### src/rtl/spi_master_if.sv
// rtl/spi_master_if.sv - transfer request/response bus between a client and spi_master
interface spi_master_if;
    logic       start;
    logic [7:0] tx_data;
    logic       busy;
    logic       done;
    logic [7:0] rx_data;

    // master: the client issuing transfer requests
    modport master (
        output start,
        output tx_data,
        input  busy,
        input  done,
        input  rx_data
    );

    // slave: the spi_master serving the requests
    modport slave (
        input  start,
        input  tx_data,
        output busy,
        output done,
        output rx_data
    );
endinterface

### src/rtl/spi_master.sv
// rtl/spi_master.sv - single-byte SPI mode 0 master with programmable CS setup/hold and SCK divider
module spi_master #(
    parameter int CLK_DIV  = 4,
    parameter int CS_SETUP = 4,
    parameter int CS_HOLD  = 4
) (
    input  logic       clk,
    input  logic       rst,
    spi_master_if.slave bus,
    input  logic       miso,
    output logic       sck,
    output logic       mosi,
    output logic       cs
);
    typedef enum logic [2:0] {
        IDLE,
        SETUP,
        LOW,
        HIGH,
        HOLD
    } state_t;

    // Counters load N-1 and advance on reaching zero, so each phase lasts exactly N cycles
    // and an 8-bit counter covers the full 1..255 range without wrapping.
    localparam logic [7:0] DIV_LOAD   = 8'(CLK_DIV - 1);
    localparam logic [7:0] SETUP_LOAD = 8'(CS_SETUP - 1);
    localparam logic [7:0] HOLD_LOAD  = 8'(CS_HOLD - 1);

    state_t     state;
    logic [7:0] cnt;
    logic [2:0] bit_cnt;
    logic [7:0] tx_shift;
    logic [7:0] rx_shift;
    logic       busy_r;
    logic       done_r;
    logic [7:0] rx_data_r;

    assign bus.busy    = busy_r;
    assign bus.done    = done_r;
    assign bus.rx_data = rx_data_r;

    // Transfer sequencer: every pin and status output is a register updated on state transitions.
    always_ff @(posedge clk) begin
        if (rst) begin
            state     <= IDLE;
            cnt       <= '0;
            bit_cnt   <= '0;
            tx_shift  <= '0;
            rx_shift  <= '0;
            busy_r    <= 1'b0;
            done_r    <= 1'b0;
            rx_data_r <= '0;
            sck       <= 1'b0;
            mosi      <= 1'b0;
            cs        <= 1'b1;
        end else begin
            done_r <= 1'b0;
            case (state)
                IDLE: begin
                    // The byte is captured here; later tx_data changes cannot reach the shifter.
                    if (bus.start) begin
                        tx_shift <= bus.tx_data;
                        mosi     <= bus.tx_data[7];
                        cs       <= 1'b0;
                        busy_r   <= 1'b1;
                        bit_cnt  <= '0;
                        cnt      <= SETUP_LOAD;
                        state    <= SETUP;
                    end
                end
                SETUP: begin
                    if (cnt == 8'd0) begin
                        cnt   <= DIV_LOAD;
                        state <= LOW;
                    end else begin
                        cnt <= cnt - 8'd1;
                    end
                end
                LOW: begin
                    // miso is taken on the same edge that raises sck.
                    if (cnt == 8'd0) begin
                        sck      <= 1'b1;
                        rx_shift <= {rx_shift[6:0], miso};
                        cnt      <= DIV_LOAD;
                        state    <= HIGH;
                    end else begin
                        cnt <= cnt - 8'd1;
                    end
                end
                HIGH: begin
                    if (cnt == 8'd0) begin
                        sck     <= 1'b0;
                        bit_cnt <= bit_cnt + 3'd1;
                        if (bit_cnt == 3'd7) begin
                            // mosi keeps the last bit through HOLD and IDLE.
                            cnt   <= HOLD_LOAD;
                            state <= HOLD;
                        end else begin
                            tx_shift <= {tx_shift[6:0], 1'b0};
                            mosi     <= tx_shift[6];
                            cnt      <= DIV_LOAD;
                            state    <= LOW;
                        end
                    end else begin
                        cnt <= cnt - 8'd1;
                    end
                end
                HOLD: begin
                    if (cnt == 8'd0) begin
                        cs        <= 1'b1;
                        busy_r    <= 1'b0;
                        done_r    <= 1'b1;
                        rx_data_r <= rx_shift;
                        state     <= IDLE;
                    end else begin
                        cnt <= cnt - 8'd1;
                    end
                end
                default: begin
                    state <= IDLE;
                end
            endcase
        end
    end
endmodule

### src/flat_wrapper.sv
// flat-port wrapper written by rule: the top's interface ports become plain ports
module spi_master_flat 
#(
    parameter int CLK_DIV  = 4,
    parameter int CS_SETUP = 4,
    parameter int CS_HOLD  = 4
)
  (clk, rst, miso, sck, mosi, cs, bus_start, bus_tx_data, bus_busy, bus_done, bus_rx_data);
  spi_master_if bus_i ();
  input  logic clk;
  input  logic rst;
  input  logic miso;
  output logic sck;
  output logic mosi;
  output logic cs;
  input wire logic [$bits(bus_i.start)-1:0] bus_start;
  input wire logic [$bits(bus_i.tx_data)-1:0] bus_tx_data;
  output wire logic [$bits(bus_i.busy)-1:0] bus_busy;
  output wire logic [$bits(bus_i.done)-1:0] bus_done;
  output wire logic [$bits(bus_i.rx_data)-1:0] bus_rx_data;
  assign bus_i.start = bus_start;
  assign bus_i.tx_data = bus_tx_data;
  assign bus_busy = bus_i.busy;
  assign bus_done = bus_i.done;
  assign bus_rx_data = bus_i.rx_data;
  spi_master #(.CLK_DIV(CLK_DIV), .CS_SETUP(CS_SETUP), .CS_HOLD(CS_HOLD)) u_core (.clk(clk), .rst(rst), .bus(bus_i), .miso(miso), .sck(sck), .mosi(mosi), .cs(cs));
endmodule
### config.mk
export PLATFORM = sky130hd
export DESIGN_NAME = spi_master_flat
export DESIGN_NICKNAME = d
export VERILOG_FILES = /design/src/rtl/spi_master_if.sv /design/src/rtl/spi_master.sv /design/src/flat_wrapper.sv
export SDC_FILE = /design/constraint.sdc
export NUM_CORES = 1
export LEC_CHECK = 0
export BUFFER_PORTS_ARGS = -buffer_cell sky130_fd_sc_hd__buf_2
export CORE_ASPECT_RATIO = 1.2
export CORE_MARGIN = 2
export CORE_UTILIZATION = 55
export DETAILED_ROUTE_END_ITERATION = 10
export GPL_TIMING_DRIVEN = 0
export PLACE_DENSITY = 0.81
export SLEW_MARGIN = 30
export SYNTH_ARGS = -nofsm -noshare
export SYNTH_HDL_FRONTEND = slang
export SYNTH_SLANG_ARGS = --single-unit
### constraint.sdc
create_clock -name clk -period 2.44 [get_ports clk]
set_input_delay 0 -clock clk [delete_from_list [all_inputs] [get_ports clk]]
set_output_delay 0 -clock clk [all_outputs]
set_load 0.01 [all_outputs]
==> results.ini, run 1 <==
[synth]
synth_flop_cell = dfxtp_1
synthTopCellsByArea = dfxtp_1 (48%), nor2_1 (6.4%), mux2i_1 (5.1%)
synth-seq-cells = 42
ys_async_sr_fraction_pct = 0
synth-edff-count = 0
postSynthNetCount = 203
synthMostInstantiatedCell = dfxtp_1
syn_inst = 188
syn_area_um2 = 1760
ys_top_cells_by_count = dfxtp_1 (42), nor2_1 (30), nand2_1 (20), mux2i_1 (9), a22o_1 (8)
synth_cell_types = 44
yosysWarningCount = 0
synth_top_cell_by_area = dfxtp_1
synth_top_area_share_pct = 47.8
yosysSeqAreaShare_pct = 47.8
syn_avg_cell_area_um2 = 9.35

[critical_path]
ff2ff_path_depth = 8
worstPathArrival_ns = 2.43
path_buf_inv = 2
r2r_start = u_core.cnt[0]
startpoint = u_core.cnt[0]
max_stage_delay_ns = 0.35
cp_slowest_cell = dfxtp_1
required_ns = 2.69
cp_max_fo = 10
r2r_slack_ns = 0.26
reg2reg_to = u_core.tx_shift[1]
cp-start-kind = flip-flop
cp-end-kind = flip-flop
cp-endpoint = u_core.tx_shift[1]
critPathTopFamily = simple AND/OR/NAND/NOR gates
worst-path-stages = 8
critPathKind = flip-flop to flip-flop
path_cells = inv_1 > ha_1 > nor3b_2 > nand3_2 > o21ai_2 > buf_4 > nor2_1 > a311oi_1

[place]
dpl.hpwl_um = 2240
dpl-instance-area_um2 = 1920
io_buffers = 24
place_congestion = 0.748
placedCellCount = 248

[detailed_routing]
drtIter0Drc = 35
met3_length_um = 105
wl_um = 3440
via_count = 1441
wl_met2_um = 1720
drt-met1-wl_um = 1570
ant_nets = 0
viasPerCell = 5.44
topRoutingLayerUsed = met4
wl_per_cell_um = 13.0
drtPass1Iterations = 4
drc = 0

[power_and_ir_drop]
power.density_nw_per_um2 = 799
vdd_drop_max_v = 0.000624
p_leak_nw = 0.951

[layout]
drive_above_1_share_pct = 20.5
fin_util_pct = 69.0
layout.nets = 244
nFillCells = 240
final_cell_area_um2 = 2110
syn2layout_area_growth_pct = 20.0
antenna-diode-count = 0
fin_cells = 265

[cts]
clk_pin_slew_worst_paths_ns = 0.11
clock_sinks = 42
post_cts_buffers = 0
cts_buffers = 5
htree_levels = 2
cts_tree = yes
clock-root-buffer = clkbuf_4
clock_latency_ns = 0.34
ctsLongestPathBuffers = 2

[sta]
rsz0062_at_grt = false
min_period_over_period_pct = 89.4
finClkSkew_ns = 0.00683
setup_viol = 0
tns_ns = 0
fmax_mhz = 458
max_slew_margin_pct = 61.1
worst_slew_pin_slew_ns = 0.580
slew_viol_final = 0
fin_crit_ns = 2.18
hold_viol = 0

[floorplanning]
initial_utilization_pct = 57.5
io_pins = 25
row_count = 22
die_h_um = 65.9
dieArea_um2 = 3670
coreArea_um2 = 3060
die_x_um = 55.6

[global_routing]
grt_pass1_wl_um = 5930
grt_max_degree = 13
antenna_found_initial = 0
overflow = 0
grt_usage_pct = 20.9
grt_pass1_vias = 1343

[hold_path]
hold_path_class = input port to flip-flop
holdPathStages = 4

[job]
maxCapViolCount = 0

[run_status]
status = finished clean

==> flip-flops by register name (all words and copies together), names as in the netlist, 3 cells and up <==
name / count
u_core.cnt: 8
u_core.state: 3
u_core.tx_shift: 7
u_core.bit_cnt: 3
u_core.bus.rx_data: 8
u_core.rx_shift: 8
==> cells by family (layout without fill, tap and decap cells) <==
kind of cell / Yosys count / in the layout / synth area share (%)
AO/OA/AOI/OAI: 39 / 39 / 16.7
flip-flops: 42 / 42 / 47.8
XOR/XNOR: 6 / 6 / 2.99
adder cells (fa/ha/maj): 3 / 3 / 2.14
AND/OR/NAND/NOR: 74 / 74 / 20.9
buffers and inverters: 15 / 56 / 4.34
multiplexers: 9 / 9 / 5.12
==> how the worst min path moves through the flow <==
stage / startpoint / endpoint / slack, ns
4_1_cts: bus_start / u_core.cs / 0.21
3_5_place_dp: miso / u_core.rx_shift[0] / 0.25
6_report: bus_start / u_core.cnt[2] / 0.20
3_3_place_gp: miso / u_core.rx_shift[0] / 0.24
5_1_grt: bus_start / u_core.cnt[3] / 0.25
2_1_floorplan: rst / u_core.bus.done / 0.12
==> area by class of cell <==
cell class | instances | area [µm²] | area share, %
clock buffer | 6 | 51.3 | 2.43
multi-input combinational | 131 | 846 | 40.1
tap | 36 | 45.0 | 2.14
buffer | 10 | 57.6 | 2.73
clock inverter | 1 | 30.0 | 1.42
inverter | 5 | 18.8 | 0.890
timing repair buffer | 34 | 220 | 10.4
sequential | 42 | 841 | 39.9
==> report_power, final <==
group / total, mW / internal, mW / switching [mW] / leakage [nW]
Clock: 0.449 / 0.239 / 0.211 / 0.0443
Sequential: 0.804 / 0.751 / 0.0525 / 0.342
Combinational: 0.433 / 0.183 / 0.250 / 0.564
Total: 1.69 / 1.17 / 0.513 / 0.951
==> what timing repair did <==
item                                    in CTS  in global routing
hold buffers                                10                  0
endpoints found under the setup margin       0                  5
endpoints found under the hold margin       10                  0
resized for setup                            0                  1
==> routing by layer <==
layer	GRT usage, %	vias up
met2	35.7	19
met1	25.2	668
met3	5.87	6
met5	0	-
li1	-	748
met4	7.62	0
==> placed cells by master (no fill, tap or decap), types with 3 or more instances in the layout <==
| cell | synthesis | layout |
|---|---|---|
| nor2_1 | 30 | 30 |
| nor3_1 | 3 | 3 |
| clkbuf_1 | 3 | 3 |
| nand2_1 | 20 | 20 |
| clkbuf_4 | 0 | 5 |
| ha_1 | 3 | 3 |
| inv_1 | 5 | 5 |
| a21oi_1 | 6 | 6 |
| mux2i_1 | 9 | 9 |
| dlygate4sd3_1 | 0 | 10 |
| a22o_1 | 8 | 8 |
| xor2_1 | 5 | 5 |
| a311oi_1 | 7 | 7 |
| dfxtp_1 | 42 | 42 |
| nand3_1 | 4 | 4 |
| buf_2 | 4 | 28 |
| o21ai_0 | 5 | 5 |
==> per-stage QoR <==
stage	hold WS, ns	power [mW]	worst slack (ns)
after floorplan	0.118	1.14	0.447
after global placement	0.240	1.22	0.244
after detailed placement	0.248	1.23	0.142
after CTS	0.210	1.69	0.0152
after global routing	0.249	1.79	0.119
final	0.204	1.69	0.258
==> worst min-delay path, cell delays in order <==
cell,delay [ns]
buf_2,0.12
mux2i_1,0.13
o21bai_1,0.15
nor2_1,0.12
Note: power is estimated with default switching activity, not from simulation.
==> run 2: changes to the inputs <==
CORE_ASPECT_RATIO = 1.75   (was 1.2)
==> run 2 against run 1 <==
  * Setup slack gained 0.0015 ns
  * Clock skew shrank 0.0039 ns
  * Clock-buffer cell count grew 1
  * Sequential share of layout area grew 0.21 points
  * Via count grew 1.4%
  * Routed wire length grew 1.3%
  * Die area grew 0.43%
  * Sequential cell count is the same
  * Clock power shrank 8.2%
  * Largest power group unchanged
  * Highest routed layer unchanged
==> results.ini, run 2 (same netlist as run 1, synthesis figures left out) <==
[power_and_ir_drop]
vdd_drop_max_v = 0.000497
power.density_nw_per_um2 = 778
p_leak_nw = 0.937

[critical_path]
required_ns = 2.60
r2r_slack_ns = 0.26
cp_slowest_cell = or4b_1
max_stage_delay_ns = 0.51
cp_max_fo = 9
ff2ff_path_depth = 8
startpoint = u_core.cnt[0]
r2r_start = u_core.cnt[0]
worstPathArrival_ns = 2.34
reg2reg_to = u_core.rx_shift[5]
cp-end-kind = flip-flop
critPathKind = flip-flop to flip-flop
cp-start-kind = flip-flop
path_cells = inv_1 > ha_1 > nor3b_1 > nand2_2 > or4b_1 > buf_6 > mux2i_1 > nor2_1
cp-endpoint = u_core.rx_shift[5]

[cts]
clock_latency_ns = 0.29
cts_buffers = 5
clock_sinks = 42
post_cts_buffers = 0
cts_tree = yes
clock-root-buffer = clkbuf_8
clk_pin_slew_worst_paths_ns = 0.07
htree_levels = 2
ctsLongestPathBuffers = 2

[layout]
drive_above_1_share_pct = 19.3
syn2layout_area_growth_pct = 19.4
layout_common_cells = dfxtp_1 (42), nor2_1 (30), buf_2 (28), nand2_1 (20)
layout_commonest_cell = dfxtp_1
layout.nets = 243
antenna-diode-count = 0
final_cell_area_um2 = 2100
fin_util_pct = 67.5

[detailed_routing]
viasPerCell = 5.39
wl_um = 3490
ant_nets = 0
drc = 0
drtIter0Drc = 12
wl_per_cell_um = 12.9
via_count = 1461
drtPass1Iterations = 4

[place]
dpl.hpwl_um = 2450
place_congestion = 0.801
io_buffers = 24
dpl-instance-area_um2 = 1930

[sta]
max_slew_margin_pct = 57.2
min_period_over_period_pct = 89.4
slew_viol_final = 0
rsz0062_at_grt = false
tns_ns = 0
fmax_mhz = 459
hold_ws_ns = 0.0585
finClkSkew_ns = 0.00291
hold_viol = 0
fin_crit_ns = 2.18
worst_slew_pin_slew_ns = 0.638
setup_viol = 0

[run_status]
status = finished clean

[job]
maxCapViolCount = 0

[global_routing]
overflow = 0
grt_usage_pct = 21.4
use_met3_pct = 4.09
grt_max_degree = 12
grt_pass1_vias = 1355
top_usage_layer = met2
antenna_found_initial = 0
gr-usage-met2_pct = 37.2
gr-usage-met1_pct = 23.9
grt_pass1_wl_um = 5750

[floorplanning]
io_pins = 25
initial_utilization_pct = 56.6
dieArea_um2 = 3680
die_x_um = 46.7
coreArea_um2 = 3110
die_h_um = 78.8
row_count = 27

[hold_path]
hold_path_class = input port to flip-flop
hold_path.startpoint = bus_tx_data[0]

==> run 2: cell types whose count changed in the layout (fill, tap and decap cells not counted), sizes merged <==
cell	delta
bufinv	-1
clkbuf	+1
dlygate4sd3	-1
==> run 2: repair_timing <==
item                      CTS  global route
hold buffers                9             0
hold endpoints to repair    9             0
resized for setup           0             0
==> run 2: routing by layer <==
layer / up-vias / share of wire (%)
met5: - / 0
met4: 0 / 1.6
met3: 7 / 3.1
met2: 25 / 54
met1: 687 / 41
li1: 742 / -
==> run 2: how the worst min path moves through the flow <==
stage,cells past startpoint,end
after floorplan,1,u_core.bus.done
after global placement,3,u_core.rx_shift[0]
after detailed placement,3,u_core.rx_shift[0]
after CTS,4,u_core.tx_shift[0]
after global routing,4,u_core.tx_shift[0]
final,4,u_core.tx_shift[0]
==> run 2: through the flow <==
stage          instances  total power, mW  setup slack [ns]
2_1_floorplan        188             1.14             0.447
3_3_place_gp         255             1.22             0.257
3_5_place_dp         255             1.23             0.248
4_1_cts              271             1.65             0.241
5_1_grt              271             1.73            0.0238
6_report             271             1.63             0.259
==> run 2: cell type report <==
cell class / count / area, µm²
clock buffer: 7 / 76.3
sequential: 42 / 841
multi-input combinational: 131 / 841
fill: 278 / 1010
buffer: 10 / 57.6
inverter: 5 / 18.8
tap: 43 / 53.8
timing repair buffer: 33 / 210
==> run 2: where the power goes <==
part | leakage, nW | internal, mW | switching, mW
combinational | 0.557 | 0.180 | 0.240
clock | 0.0383 | 0.197 | 0.215
sequential | 0.342 | 0.751 | 0.0504
==> run 2: worst max-delay path: cells and delay by family (launching register included) <==
family	cells	cell delay, ns
and+or+nand+nor	4	1.17
DFF	1	0.34
buffers and inverters	2	0.23
adders and majority gates	1	0.17
muxes	1	0.15
==> run 3: changes to the inputs <==
CORE_UTILIZATION = 50   (was 55)
PLACE_DENSITY = 0.78   (was 0.81)
clock period = 1.94 ns   (was 2.44 ns; I/O delays follow)
==> run 3 against run 2 <==
  * First-iteration DRC count grew to 4.2 times the previous value
  * Clock power grew 110%
  * Die area rose by 9.3%
  * Highest routed layer unchanged
  * Critical path depth fell by 2
  * Setup slack worse by 0.26 ns
  * Clock skew is 0.0077 ns higher
  * Sequential cell count stayed put
  * Sequential share of layout area down 3.7 points
  * Power up 57%
  * Largest power group unchanged
  * Clock-buffer cell count is 1 lower
==> results.ini, run 3 (same netlist as run 1, synthesis figures left out) <==
[sta]
slew_viol_final = 0
worst_slew_pin_slew_ns = 0.503
hold_viol = 0
fmax_mhz = 516
setup_viol = 0
fin_crit_ns = 1.94
fin_ws_ns = 0.000647
max_slew_margin_pct = 66.5
finClkSkew_ns = 0.0106
rsz0062_at_grt = true
tns_ns = 0
min_period_over_period_pct = 100

[global_routing]
grt_usage_pct = 19.2
overflow = 0
grt_max_degree = 14
antenna_found_initial = 0
grt_pass1_vias = 1326
grt_pass1_wl_um = 5900

[power_and_ir_drop]
vdd_drop_max_v = 0.000882
power.density_nw_per_um2 = 1100
p_leak_nw = 1.02
power.total_mw = 2.56

[cts]
clock_latency_ns = 0.30
cts_buffers = 5
ctsLongestPathBuffers = 2
cts_tree = yes
htree_levels = 2
clock_sinks = 42
clk_pin_slew_worst_paths_ns = 0.07
clock-root-buffer = clkbuf_8

[detailed_routing]
ant_nets = 0
drc = 0
drtIter0Drc = 50
drtPass1Iterations = 4
viasPerCell = 5.38
wl_per_cell_um = 14.8
via_count = 1507
wl_um = 4140

[hold_path]
hold_path_class = input port to flip-flop

[critical_path]
required_ns = 2.11
cp_slowest_cell = or4b_4
critPathTopFamily = simple AND/OR/NAND/NOR gates
critPathKind = flip-flop to flip-flop
cp-endpoint = u_core.rx_shift[7]
r2r_start = u_core.cnt[6]
reg2reg_to = u_core.rx_shift[7]
cp-start-kind = flip-flop
path_buf_inv = 1
max_stage_delay_ns = 0.57
startpoint = u_core.cnt[6]
cp_max_fo = 5
worstPathArrival_ns = 2.11
cp-end-kind = flip-flop
path_cells = nor4_4 > nand2_2 > or4b_4 > clkbuf_16 > mux2i_1 > nor2_1
worst-path-stages = 6
r2r_slack_ns = 0.0006
ff2ff_path_depth = 6

[floorplanning]
die_x_um = 48.8
die_h_um = 82.4
coreArea_um2 = 3360
row_count = 28
dieArea_um2 = 4020
initial_utilization_pct = 52.3
io_pins = 25

[layout]
layout_common_cells = dfxtp_1 (39), nor2_1 (29), buf_2 (27), nand2_1 (20), dlygate4sd3_1 (9)
drive_above_1_share_pct = 27.2
antenna-diode-count = 0
layout.nets = 249
fin_cells = 280
layout_commonest_cell = dfxtp_1
syn2layout_area_growth_pct = 32.4

[job]
maxCapViolCount = 0

[place]
pre_cts_ws_ns = -0.105
dpl.hpwl_um = 2540
placedCellCount = 257
place_congestion = 0.797
io_buffers = 24

[run_status]
status = finished clean

## run 3: repair_timing
action / in CTS / in global routing
setup endpoints to repair: 26 / 30
hold endpoints to repair: 9 / 0
hold buffers: 9 / 0
buffers inserted: 1 / 4
cloned: 0 / 1
gates resized for setup: 7 / 15
pin swaps: 0 / 4
## run 3: power by group
| part | total [mW] | leakage, nW | switching, mW | internal (mW) |
|---|---|---|---|---|
| Clock | 0.849 | 0.0714 | 0.300 | 0.549 |
| Sequential | 1.02 | 0.344 | 0.0715 | 0.949 |
| Combinational | 0.695 | 0.609 | 0.381 | 0.314 |
| Total | 2.56 | 1.02 | 0.753 | 1.81 |
## run 3: worst reg2reg max path: stages, from the launching register on
cell,delay (ns)
dfxtp_2,0.34
nor4_4,0.43
nand2_2,0.11
or4b_4,0.57
clkbuf_16,0.18
mux2i_1,0.14
nor2_1,0.05
## run 3: worst min-delay path by stage
stage                              start                  to  slack, ns  cells past startpoint
final                     bus_tx_data[0]  u_core.tx_shift[0]        0.1                      4
after global routing      bus_tx_data[0]  u_core.tx_shift[0]       0.12                      4
after CTS                 bus_tx_data[0]  u_core.tx_shift[0]       0.05                      4
after detailed placement            miso  u_core.rx_shift[0]       0.25                      3
after global placement              miso  u_core.rx_shift[0]       0.24                      3
after floorplan                      rst     u_core.bus.done       0.12                      1
## run 3: cell type report
cell class,count,area [µm²]
fill,266,1040
clock inverter,2,60.1
buffer,10,72.6
timing repair buffer,39,273
sequential,42,847
multi-input combinational,131,917
inverter,5,18.8
tap,45,56.3
clock buffer,6,82.6
## run 3: layer usage
metal  vias up  GRT usage, %  share of wire, %
met5         -             0                 0
met3        15          3.42               2.9
met2        30          34.2                53
met1       709          21.7                40
li1        753             -                 -
met4         0          10.6               3.9
## run 3: metrics by stage
| stage | hold WS (ns) | instance area (µm²) | utilization, % |
|---|---|---|---|
| floorplan | 0.118 | 1760 | - |
| global placement | 0.235 | 1940 | 57.7 |
| detailed placement | 0.247 | 1940 | 57.7 |
| CTS | 0.0500 | 2210 | 65.8 |
| global route | 0.122 | 2330 | 69.2 |
| finish | 0.0981 | 2330 | 69.2 |
